## config.mk

```make
export PLATFORM = sky130hd
export DESIGN_NAME = song_loader
export DESIGN_NICKNAME = d
export VERILOG_FILES = /design/src/rtl/song_loader.sv
export SDC_FILE = /design/constraint.sdc
export NUM_CORES = 1
export LEC_CHECK = 0
export CORE_MARGIN = 5
export CORE_UTILIZATION = 65
export CTS_BUF_LIST = sky130_fd_sc_hd__clkbuf_2
export CTS_CLUSTER_DIAMETER = 150
export DETAILED_ROUTE_END_ITERATION = 8
export DONT_BUFFER_PORTS = 1
export GPL_ROUTABILITY_DRIVEN = 0
export HOLD_SLACK_MARGIN = 0.05
export PLACE_DENSITY = 0.81
export SLEW_MARGIN = 20
export SYNTH_ARGS = -nofsm -noshare
export SYNTH_HDL_FRONTEND = slang
export SYNTH_SLANG_ARGS = --single-unit
```

## constraint.sdc

```tcl
create_clock -name clk -period 4.73 [get_ports clk]
set_clock_uncertainty 0.05 [all_clocks]
set_input_delay 0.7095 -clock clk [delete_from_list [all_inputs] [get_ports clk]]
set_output_delay 0.7095 -clock clk [all_outputs]
set_load 0.01 [all_outputs]
```

## src/rtl/song_loader.sv

```systemverilog
// Serial song loader: 8N1 UART receiver feeding a framed-image parser that
// emits one-cycle write strobes into the 24-bit {song, offset} song memory.
module song_loader #(
    parameter int          CLKS_PER_BIT = 434,
    parameter logic [7:0]  HEADER       = 8'hA5
) (
    input  logic        clk,
    input  logic        reset,
    input  logic        rx,
    output logic        wr_en,
    output logic [23:0] wr_addr,
    output logic [7:0]  wr_data,
    output logic [1:0]  song,
    output logic        busy,
    output logic        done,
    output logic        error
);

    localparam int CNT_W = $clog2(CLKS_PER_BIT);
    localparam logic [CNT_W-1:0] CNT_BIT_END  = CNT_W'(CLKS_PER_BIT - 1);
    localparam logic [CNT_W-1:0] CNT_HALF_END = CNT_W'(CLKS_PER_BIT / 2 - 1);

    typedef enum logic [1:0] {
        RX_IDLE,
        RX_START,
        RX_DATA,
        RX_STOP
    } rx_state_t;

    typedef enum logic [2:0] {
        F_IDLE,
        F_SONG,
        F_LEN2,
        F_LEN1,
        F_LEN0,
        F_DATA,
        F_CSUM
    } frame_state_t;

    logic [1:0]       sync_q;
    logic             rx_prev_q;
    logic             rx_s;

    rx_state_t        rx_state_q, rx_state_d;
    logic [CNT_W-1:0] cnt_q, cnt_d;
    logic [2:0]       bit_q, bit_d;
    logic [7:0]       shift_q, shift_d;
    logic             byte_stb;
    logic             frame_err;

    frame_state_t     state_q;
    logic [21:0]      len_q;
    logic [21:0]      offset_q;
    logic [7:0]       acc_q;
    logic             wr_en_q;
    logic [23:0]      wr_addr_q;
    logic [7:0]       wr_data_q;
    logic [1:0]       song_q;
    logic             busy_q;
    logic             done_q;
    logic             error_q;

    assign rx_s = sync_q[1];

    always_ff @(posedge clk or posedge reset) begin
        if (reset) begin
            sync_q    <= 2'b11;
            rx_prev_q <= 1'b1;
        end else begin
            sync_q    <= {sync_q[0], rx};
            rx_prev_q <= rx_s;
        end
    end

    // Bit timing is counted from the synced falling edge; the stop bit is
    // resolved combinationally so the parser acts on the very sampling edge.
    always_comb begin
        rx_state_d = rx_state_q;
        cnt_d      = cnt_q;
        bit_d      = bit_q;
        shift_d    = shift_q;
        byte_stb   = 1'b0;
        frame_err  = 1'b0;
        case (rx_state_q)
            RX_IDLE: begin
                if (!rx_s && rx_prev_q) begin
                    rx_state_d = RX_START;
                    cnt_d      = CNT_W'(1);
                end
            end
            RX_START: begin
                if (cnt_q == CNT_HALF_END) begin
                    cnt_d = '0;
                    bit_d = 3'd0;
                    if (rx_s) begin
                        rx_state_d = RX_IDLE;
                    end else begin
                        rx_state_d = RX_DATA;
                    end
                end else begin
                    cnt_d = cnt_q + CNT_W'(1);
                end
            end
            RX_DATA: begin
                if (cnt_q == CNT_BIT_END) begin
                    cnt_d   = '0;
                    shift_d = {rx_s, shift_q[7:1]};
                    if (bit_q == 3'd7) begin
                        rx_state_d = RX_STOP;
                    end else begin
                        bit_d = bit_q + 3'd1;
                    end
                end else begin
                    cnt_d = cnt_q + CNT_W'(1);
                end
            end
            RX_STOP: begin
                if (cnt_q == CNT_BIT_END) begin
                    cnt_d      = '0;
                    byte_stb   = rx_s;
                    frame_err  = !rx_s;
                    rx_state_d = RX_IDLE;
                end else begin
                    cnt_d = cnt_q + CNT_W'(1);
                end
            end
            default: rx_state_d = RX_IDLE;
        endcase
    end

    always_ff @(posedge clk or posedge reset) begin
        if (reset) begin
            rx_state_q <= RX_IDLE;
            cnt_q      <= '0;
            bit_q      <= 3'd0;
            shift_q    <= 8'd0;
        end else begin
            rx_state_q <= rx_state_d;
            cnt_q      <= cnt_d;
            bit_q      <= bit_d;
            shift_q    <= shift_d;
        end
    end

    always_ff @(posedge clk or posedge reset) begin
        if (reset) begin
            state_q   <= F_IDLE;
            len_q     <= 22'd0;
            offset_q  <= 22'd0;
            acc_q     <= 8'd0;
            wr_en_q   <= 1'b0;
            wr_addr_q <= 24'd0;
            wr_data_q <= 8'd0;
            song_q    <= 2'd0;
            busy_q    <= 1'b0;
            done_q    <= 1'b0;
            error_q   <= 1'b0;
        end else begin
            wr_en_q <= 1'b0;
            if (frame_err && busy_q) begin
                state_q <= F_IDLE;
                busy_q  <= 1'b0;
                error_q <= 1'b1;
            end else if (byte_stb) begin
                case (state_q)
                    F_IDLE: begin
                        if (shift_q == HEADER) begin
                            state_q  <= F_SONG;
                            busy_q   <= 1'b1;
                            done_q   <= 1'b0;
                            error_q  <= 1'b0;
                            acc_q    <= 8'd0;
                            offset_q <= 22'd0;
                        end
                    end
                    F_SONG: begin
                        if (shift_q > 8'd3) begin
                            state_q <= F_IDLE;
                            busy_q  <= 1'b0;
                            error_q <= 1'b1;
                        end else begin
                            song_q  <= shift_q[1:0];
                            state_q <= F_LEN2;
                        end
                    end
                    F_LEN2: begin
                        if (shift_q[7:6] != 2'b00) begin
                            state_q <= F_IDLE;
                            busy_q  <= 1'b0;
                            error_q <= 1'b1;
                        end else begin
                            len_q[21:16] <= shift_q[5:0];
                            state_q      <= F_LEN1;
                        end
                    end
                    F_LEN1: begin
                        len_q[15:8] <= shift_q;
                        state_q     <= F_LEN0;
                    end
                    F_LEN0: begin
                        len_q[7:0] <= shift_q;
                        offset_q   <= 22'd0;
                        acc_q      <= 8'd0;
                        if ({len_q[21:8], shift_q} == 22'd0) begin
                            state_q <= F_CSUM;
                        end else begin
                            state_q <= F_DATA;
                        end
                    end
                    F_DATA: begin
                        wr_en_q   <= 1'b1;
                        wr_addr_q <= {song_q, offset_q};
                        wr_data_q <= shift_q;
                        acc_q     <= acc_q ^ shift_q;
                        offset_q  <= offset_q + 22'd1;
                        // Comparing the incremented offset keeps offset from ever wrapping.
                        if (offset_q + 22'd1 == len_q) begin
                            state_q <= F_CSUM;
                        end
                    end
                    F_CSUM: begin
                        state_q <= F_IDLE;
                        busy_q  <= 1'b0;
                        if (shift_q == acc_q) begin
                            done_q <= 1'b1;
                        end else begin
                            error_q <= 1'b1;
                        end
                    end
                    default: state_q <= F_IDLE;
                endcase
            end
        end
    end

    assign wr_en   = wr_en_q;
    assign wr_addr = wr_addr_q;
    assign wr_data = wr_data_q;
    assign song    = song_q;
    assign busy    = busy_q;
    assign done    = done_q;
    assign error   = error_q;

endmodule

```

Yosys cells after proc, flatten, opt, wreduce, memory -nomap -nowiden:

Cells that the tools add are included.

* flip-flop bits (word level): 118
* output and inout bits: 38
* bits of input ports: 3
* logic and storage cells: 130

* reduce and logical (&&, ||, !) cells: 26
* multiplexer cells: 49
* eq/ne operators: 28
* order comparisons: 1
* add/sub/neg operators: 3
* bitwise operators: 4

Operators by type and width (count)
* 22-bit case mux with 3 select lines: 1
* 9-bit 2-to-1 mux: 3
* 9-bit case mux with 3 select lines: 1
* 8-bit case mux with 3 select lines: 1
* 22-bit by 1-bit adder with 22-bit output (second input constant): 1
* 22-bit equality test: 1
* 22-bit zero test: 1
* 22-bit 2-to-1 mux: 1
* 3-bit 2-to-1 mux: 7
* 1-bit 2-to-1 mux: 19
* 2-bit 2-to-1 mux: 9
* 3-bit case mux with 6 select lines: 1
* 2-bit != test (second input constant): 8
* 4-bit AND reduction: 4
* 3-bit != test (second input constant): 5
* 5-bit AND reduction: 3
* 3-bit equality test (second input constant): 4
* 3-bit AND reduction: 4
* 9-bit by 1-bit adder with 9-bit output (second input constant): 1
* 9-bit by 8-bit equality test with 1-bit output (second input constant): 1
* 9-bit equality test (second input constant): 1
* 8-bit equality test: 1
* 8-bit equality test (second input constant): 1
* 8-bit by 2-bit > comparator with 1-bit output (second input constant): 1
* 22 further kinds: 31

Depth between registers and ports, before layout:

Gate-level depths: netlist (run 1).

* depth after elaboration: 6
* gate-level depth with buffers: 10
* depth with buffers taken out: 9

Least setup slack after synthesis (run 1):

No wires, ideal clock.

* path type: register to register
* start point: register offset_q[0]
* end point: register state_q[0]
* arrival time: 1903 ps
* stages on the path, launching flop included: 9
* slack: 2627 ps
* library setup time: 150 ps
* path buffers: 0
* clock period less this slack: 2103 ps
* required time: 4530 ps
* cell sequence: dfrtp_1 -> ha_1 -> nand3_1 -> nor3_4 -> nand4_1 -> a221oi_1 -> nand4_1 -> o21ai_1 -> a21oi_1

* word-level cells in the longest chain between the ends: 4

Ends and longest elaborated chain
* start, declared: line 53 `logic [21:0] offset_q;`
* start signal, assigned: line 215 `offset_q <= offset_q + 22'd1;`
* 22-bit by 1-bit adder with 22-bit output: line 217 `if (offset_q + 22'd1 == len_q) begin`
* 22-bit equality test: line 217
* 3-bit != test (no source line)
* 3-bit AND reduction (no source line)
* end signal, assigned: line 218 `state_q <= F_CSUM;`
* end signal, assigned: line 222 `state_q <= F_IDLE;`
* end signal, assigned: line 230 `default: state_q <= F_IDLE;`
* end, declared: line 51 `frame_state_t state_q;`

Every way passes these cells.
A chain may end at the register's enable or synchronous reset.

Worst setup path after layout (run 1):

* start point: register cnt_q[1]
* end point: register offset_q[18]

* word-level cells in the longest chain between the ends: 6
* elaborated cells on any way between the ends: 8
* classes of those cells: 1 x eq/ne; 4 x mux; 1 x bitwise; 2 x reduce/logical

Ends and longest elaborated chain
* start, declared: line 45 `logic [CNT_W-1:0] cnt_q, cnt_d;`
* start signal, assigned: line 139 `cnt_q <= cnt_d;`
* 9-bit equality test (*): line 118 `if (cnt_q == CNT_BIT_END) begin`
* 1-bit 2-to-1 mux: line 118
* 1-bit 2-to-1 mux: line 84 `case (rx_state_q)`
* 1-bit logical AND: line 160 `if (frame_err && busy_q) begin`
* 1-bit NOT (no source line)
* 4-bit AND reduction (no source line) (*)

Every way passes the cells marked *; elsewhere a longest branch is shown, timed or not.

==> results of run 1 <==
## metrics by stage
stage                     hold slack [ns]  instance area, um^2  total power [mW]
after floorplan                    0.2952                 6163             1.236
after CTS                          0.3271                 6459             2.044
after global routing               0.3387                 6459             2.123
after detailed placement           0.3008                 6157             1.279
after global placement             0.2977                 6157             1.264
final                              0.3244                 6459             2.030
## layout make-up
type	instances	area, um^2	share of cell area
inverter	10	40.04	0.006199
sequential	118	2957	0.4578
multi-input combinational	468	2969	0.4597
clock inverter	11	181.4	0.02809
timing repair buffer	6	50.05	0.007749
tap	129	161.4	0.02499
clock buffer	20	100.1	0.01550
## kinds of logic after synthesis
group | after synthesis | synth area share
AOI/OAI and AO/OA | 135 | 0.1320
xor gates and xnor gates | 34 | 0.05319
adders and majority gates | 7 | 0.01421
buffers and inverters | 55 | 0.03898
DFF | 118 | 0.4797
muxes | 33 | 0.05989
and+or+nand+nor | 259 | 0.2221
## registers in the layout (all words and copies together) (netlist names), 3 cells and up, named ones only
register and cells:
state_q 3, wr_data 8, wr_addr 24, bit_q 3
cnt_q 9, len_q 22, offset_q 22, acc_q 8
shift_q 8
## worst reg2reg max path: cells and delay by family, from the launching register on
| kind | cells | cell delay [ns] |
|---|---|---|
| AOI/OAI and AO/OA | 2 | 0.15 |
| adders and majority gates | 1 | 0.14 |
| buffers and inverters | 2 | 0.65 |
| DFF | 1 | 0.46 |
| and+or+nand+nor | 4 | 1.02 |
## placed cells by master (no fill, tap or decap), types with 11 or more instances in the layout
| cell type | count |
|---|---|
| a21oi_1 | 20 |
| o21ai_1 | 11 |
| xor2_1 | 12 |
| xnor2_1 | 20 |
| dfrtp_1 | 115 |
| mux2_2 | 31 |
| a31oi_1 | 12 |
| nand3_1 | 21 |
| nand4_1 | 12 |
| clkbuf_2 | 20 |
| o21ai_0 | 54 |
| nor2_1 | 31 |
| nand2_1 | 124 |
## where the power goes
group / internal [mW] / switching, mW
sequential: 1.05 / 0.0713
combinational: 0.0633 / 0.0749
clock: 0.398 / 0.370
## metal layers
| metal | vias up | wire, um | share of wire |
|---|---|---|---|
| met1 | 2378 | 5581 | 0.42 |
| met5 | - | 0 | 0 |
| met3 | 35 | 1017 | 0.076 |
| met2 | 225 | 6482 | 0.48 |
| li1 | 2233 | - | - |
| met4 | 0 | 286 | 0.021 |
## final timing paths
kind                            from           end
min                        sync_q[1]     rx_prev_q
max                         cnt_q[1]  offset_q[18]
max in group asynchronous      reset    wr_data[0]
max reg2reg                 cnt_q[1]  offset_q[18]
min in group asynchronous      reset      cnt_q[3]
min reg2reg                sync_q[1]     rx_prev_q
## repair_timing
item,CTS,global route
hold endpoints to repair,35,0
setup buffers,0,0
hold buffers,2,0
gates resized for setup,0,0
==> impl.org, run 1 <==
** Clocking
- TritonCTS built the clock tree.
- Max clock buf depth :: 2
- Root buffer selected by CTS :: clkbuf_2
- CTS saw 118 sinks.
- The later pin in the worst-skew pair is clocked with a latency of 0.67 ns.
- CTS buffer count :: 17
- The H-tree was split into 4 levels.
- After clock tree synthesis, the clock-pin slew on the worst setup and hold paths is between 0.15 and 0.2 ns.

** Yosys
- Library cells used by synthesis :: 65
- Number of warnings reported in the yosys synthesis log :: 0
- EDFF count, synth :: 0
- Among all cell types in the netlist, the one instantiated most often is nand2_1.
- Synth area leaders :: dfrtp_1 (47%), nand2_1 (7.6%), mux2_2 (5.7%)
- Sorting the synthesized cells by how often they occur yields nand2_1 (125), dfrtp_1 (115), o21ai_0 (54).
- Counting flops with an async set or reset pin after synthesis yields a share of 1.000.
- Of the post-synthesis cell area, the dominant cell type holds 0.4669.
- In this run, synthesis produced a sequential element count of 118.
- After synthesis, the mean cell area works out to 9.615 um^2.
- In this run the cell area of the synthesized design comes to ~6200 um^2.
- Number of nets produced by synthesis :: 651
- The biggest area contributor in the post-synthesis netlist is dfrtp_1.
- Seq/Total Area, Yosys :: 0.4797
- After technology mapping, the gate count stands at between 600 and 700.
- For this run, the leading register cell type out of synthesis is dfrtp_1.

** Run
- The tool flagged a number of max-cap violations equal to 0.

** Drt
- Dividing the detail-routed via count by the number of cells gives 6.392.
- Once detail routing completed, the nets flagged for antenna violations numbered 0.
- In the routed design, unresolved DRC markers number 0.
- In this run, the number of DRC markers left after iteration 0 of detailed routing was 394.
- For this block, the routed nets add up to 13370 um of wire.
- First drt pass iteration count :: 5
- Routed wire per std cell :: approximately 18 um
- Summing over every cut layer, the via total after detailed routing is 4871.

** STA
- For the finished layout, the period the worst path requires is 2.571 ns.
- Summed over all failing endpoints, the final setup total negative slack is 0 ns.
- Post-route clock period utilization :: 0.5436
- Max_slew headroom :: 0.3438
- Setup slack closes at 2.159 ns.
- Setup repair after global routing left no endpoint under its margin.
- Setup violations remaining at the end of the flow were counted as 0.
- Upper clock frequency limit :: 0.3890 GHz
- The hold violation count in the final report was 0.
- Slew of the pin with the lowest slew margin :: 0.9768 ns
- Fin. max-slew vios :: 0

** Power
- IR analysis of the VDD net gives a maximum drop of slightly below 0.2 mV.
- In this run the power density over the cells is 314.3 nW/um^2.
- Pleak :: 3.090 nW

** Global route
- Maximum number of pins on one net before global-route repair :: 71
- The first global-routing pass estimated 23290 um of wire.
- Total routing usage reported by global routing :: 0.2507
- Number of antenna violations at the first check in global routing :: 0
- Number of global-route vias before repair :: 4787
- Global Route met3 Usage :: 0.05699
- GR Layer Usage met2 :: 0.4039
- Met1 GRT Util :: 0.3345
- Busiest metal layer after global routing :: met2
- Summed over all layers, the global routing overflow is 0.

** Placement
- Number of cells after detailed placement :: about 730
- HPWL Detailed :: around 9000 um
- Setup Slack @ Placement :: 2.236 ns
- In this run the tool buffered the top-level ports with 0 buffer cells.

** Worst setup path
- R2R cell count :: 9
- The worst setup path is launched from a register.
- STA puts the critical path data arrival time at between 3 and 4 ns.
- In this design, the stage delay of the slowest critical-path cell is roughly 0.55 ns.
- The critical path crosses 9 cells after its start point.
- Along the worst path, the maximum fanout reaches 43.
- In this run the register-to-register setup slack is approximately 2.2 ns.
- Slowest cell on crit path :: inv_2
- Worst Setup End Kind :: register
- Broken down by cell family, the worst path's largest delay share belongs to simple AND/OR/NAND/NOR gates.
- Worst path required time :: 5.24 ns
- Walking the worst path, the cells encountered are inv_1 -> ha_1 -> nand4b_1 -> nor4_4 -> nand2_2 -> inv_2 -> and2_1 -> o21ai_0 -> o31ai_1.
- The setup path with the least slack is of type reg -> reg.
- Critical path buffer and inverter count :: 2

** Final layout
- Final Util :: 0.6990
- The final layout contains roughly 630 nets.
- Of the cells placed in the final design, the portion with a size suffix greater than 1 is 0.1374.
- Fill cell count :: 663
- Number of diodes added for antenna fixing :: 0
- Count of non-filler cells in the finished layout :: about 760
- The area growth from synthesis to layout is 4.791%.

** Floorplanning
- Row count :: 35
- The die is 107.4 um wide.
- Ports :: 41
- The floorplan step defined a die boundary enclosing about 12000 um^2.
- Vertical die dimension :: 107.4 um
- The total area inside the core boundary comes to 9240 um^2.
- The initial utilization of the core area, before any placement, comes to 0.6670.

** Run status
- Status :: complete, no violations

** Min path
- The path class of the tightest hold or removal check is reg -> reg.
- Cell depth of the worst hold path :: 0
Power figures use the tool's default switching activity.
==> inputs of run 2 (changes only) <==
Clock period 4.73 ns to 2.5 ns, I/O delays scaled along.
==> run 2 against run 1 <==
  * Flip-flop and latch count did not move
  * Register-to-register slack got worse by 2.0 ns
  * Worst setup slack got worse by 2.0 ns
  * Critical path depth did not move
  * Via count rose by 0.21%
  * Sequential power rose by 88%
  * Sequential share of layout area fell by 1.1 points
  * Total power rose by 77%
  * Maximum frequency rose by 9.0%
  * First-iteration DRC count fell by 3.8%
  * Final cell count rose by 3.0%
  * Critical endpoint is now offset_q[16]
==> impl.org, run 2 (synthesis results as in run 1) <==
** Run status
- Status :: complete, no violations

** Final layout
- The library cell used most frequently in the layout, excluding fill and tap cells, is nand2_1.
- Count of non-filler cells in the finished layout :: 785 (+3.0%)
- Share of final-layout standard cells stronger than drive strength 1 :: 0.1738 (+0.03634)
- Net count, final :: 653 (+3.5%)
- Highest-count cells in the layout ignoring fill and taps :: nand2_1 (124), dfrtp_1 (113), o21ai_0 (54)
- Area grow syn2layout :: 7.471%
- The number of flip-flops in the largest register came to 24 (unchanged).
- The antenna diode count is 0 (unchanged).
- The count of fill cells added during filler insertion is 660 (-0.45%).
- The cell area after layout is 6624 um^2 (+2.6%).
- Final Util :: 0.7169 (+0.01787)

** Global route
- The global-route wire length before repair is 22600 um (-2.9%).
- Total routing usage reported by global routing :: 0.2465 (-0.004137)
- The maximum number of pins on one net before global-route repair is 56 (-21%).
- Number of global-route vias before repair :: 4623 (-3.4%)
- The leftover overflow at the end of global routing came to 0 (unchanged).
- Number of antenna violations at the first check in global routing :: 0 (unchanged)

** Power
- The leakage power was 3.189 nW (+3.2%).
- The maximum ir drop on the vdd rail came to 0.6973 mV (+260%).
- Power density cells :: 543.7 nW/um^2 (+73%)

** Worst setup path
- Kind of start point of the critical path :: register
- The data arrival time of the critical path came to 2.87 ns (-0.22 ns).
- The critical path is of the reg -> reg type.
- Critical Path Fanout Max :: 30 (-30%)
- Tracing the worst setup path back leads to its startpoint at cnt_q[1].
- Worst Setup End Kind :: register
- FF-to-FF Start :: cnt_q[1]
- Worst path required time :: 3.01 ns (-2.23 ns)

** Placement
- The pre-CTS setup slack is 0.1011 ns (-2.134 ns).
- Number of cells after detailed placement :: 748 (+2.6%)
- HPWL Detailed :: 9442 um (+4.0%)
- The quantity of I/O buffers inserted on ports is 0 (unchanged).
- Area of placed instances :: 6339 um^2 (+2.9%)

** STA
- Number of hold violations in the final report :: 0 (unchanged)
- The final hold slack was 0.1891 ns (-0.1353 ns).
- The headroom to the max-slew limit came to 0.4460 (+0.1022).
- Fin. max-slew vios :: 0 (unchanged)
- Slew of the pin with the lowest slew margin :: 0.8292 ns (-0.1476 ns)
- The total setup violations reported at the end of the flow came to 0 (unchanged).
- Setup slack of the critical path after layout :: 0.1422 ns (-2.017 ns)
- The minimum period implied by the final worst setup slack is 2.358 ns (-0.2132 ns).
- Upper clock frequency limit :: 0.4241 GHz (+9.0%)
- Post-route clock period utilization :: 0.9431 (+0.3996)

** Clocking
- Clock-pin transition on the worst setup and hold timing paths :: 0.17 ns (about the same)
- The number of clock buffers inserted by TritonCTS came to 17 (unchanged).
- The number of buffers on the longest clock path was 2 (unchanged).
- TritonCTS built the clock tree.
- The clock sink count was 118 (unchanged).
- The H-tree depth reported by CTS is 4 (unchanged).
- Worst-skew pair later-pin latency :: 0.67 ns (about the same)
- CTS placed an instance of clkbuf_2 at the clock tree root.

** Drt
- Detail Route Antenna Nets :: 0 (unchanged)
- Via/cell ratio :: 6.218 (-2.7%)
- Routed wire per std cell :: 17.19 um (-2.0%)
- The via count came to 4881 (+0.21%).
- The post-detailed-routing wire length is 13490 um (+0.93%).
- DRC :: 0 (unchanged)
- The starting DRC count in detailed routing came to 379 (-3.8%).
- First drt pass iteration count :: 5 (unchanged)

** Floorplanning
- The x dimension of the die is 107.4 um (unchanged).
- The starting density of the core came to 0.6670 (unchanged).
- The core region area is 9240 um^2 (unchanged).
- The count of standard-cell rows is 35 (unchanged).
- The floorplan die area is 11530 um^2 (unchanged).
- The die extent in y came to 107.4 um (unchanged).
- Ports :: 41 (unchanged)

** Min path
- In this run the most critical hold path is launched from rx.
- Hold Path Class :: in -> reg

** Run
- Number of max-cap violations :: 0 (unchanged)
-- run 2: report_power, final --
group          switching, mW  total (mW)  internal, mW  leakage, nW
sequential             0.106        2.10          1.99         1.62
clock                  0.740        1.19         0.450        0.131
combinational          0.178       0.314         0.136         1.44
-- run 2: repair_timing --
item | 4_1_cts | 5_1_grt
endpoints found under the hold margin | 36 | 0
hold buffers | 2 | 0
gates resized for setup | 0 | 5
setup buffers | 0 | 3
setup endpoints to repair | 0 | 43
-- run 2: path summary, 6_finish.rpt --
path	endpoint	slack (ns)	depth (start not counted)
worst max-delay path	offset_q[16]	0.14	9
worst min-delay path	sync_q[0]	0.19	1
worst max register to register	offset_q[16]	0.14	9
worst min register to register	sync_q[1]	0.32	0
max in group asynchronous	sync_q[1]	1.42	3
min in group asynchronous	wr_addr[0]	0.25	2
-- run 2: final cells by class --
type / instances / area (um^2) / share of cell area
inverters: 10 / 41.29 / 0.006233
repair buffers: 28 / 256.5 / 0.03872
clock buffers: 18 / 90.09 / 0.01360
flip-flops and latches: 118 / 2959 / 0.4467
multi-input cells: 468 / 2980 / 0.4499
well taps: 129 / 161.4 / 0.02437
clock inverters: 14 / 135.1 / 0.02040
-- run 2: stage by stage --
| stage | setup TNS [ns] | total power, mW |
|---|---|---|
| after floorplan | 0 | 2.340 |
| after global placement | 0 | 2.412 |
| after detailed placement | 0 | 2.432 |
| after CTS | 0 | 3.615 |
| after global routing | -0.3103 | 3.788 |
| final | 0 | 3.602 |
-- run 2: per-layer routing --
layer  track usage  vias to the layer above  wire [um]
met2        0.3999                      206       6526
met5             0                        -          0
met4       0.08566                        0        236
li1              -                     2280          -
met3       0.05879                       34        949
met1        0.3262                     2361       5778
-- run 2: worst max-delay path: stages, from the launching register on --
cell,delay (ns)
dfrtp_1,0.45
inv_1,0.11
ha_1,0.18
nand4b_1,0.21
nor4_4,0.36
o21a_1,0.23
o21ai_1,0.10
buf_4,0.24
o21ai_0,0.22
o31ai_1,0.09
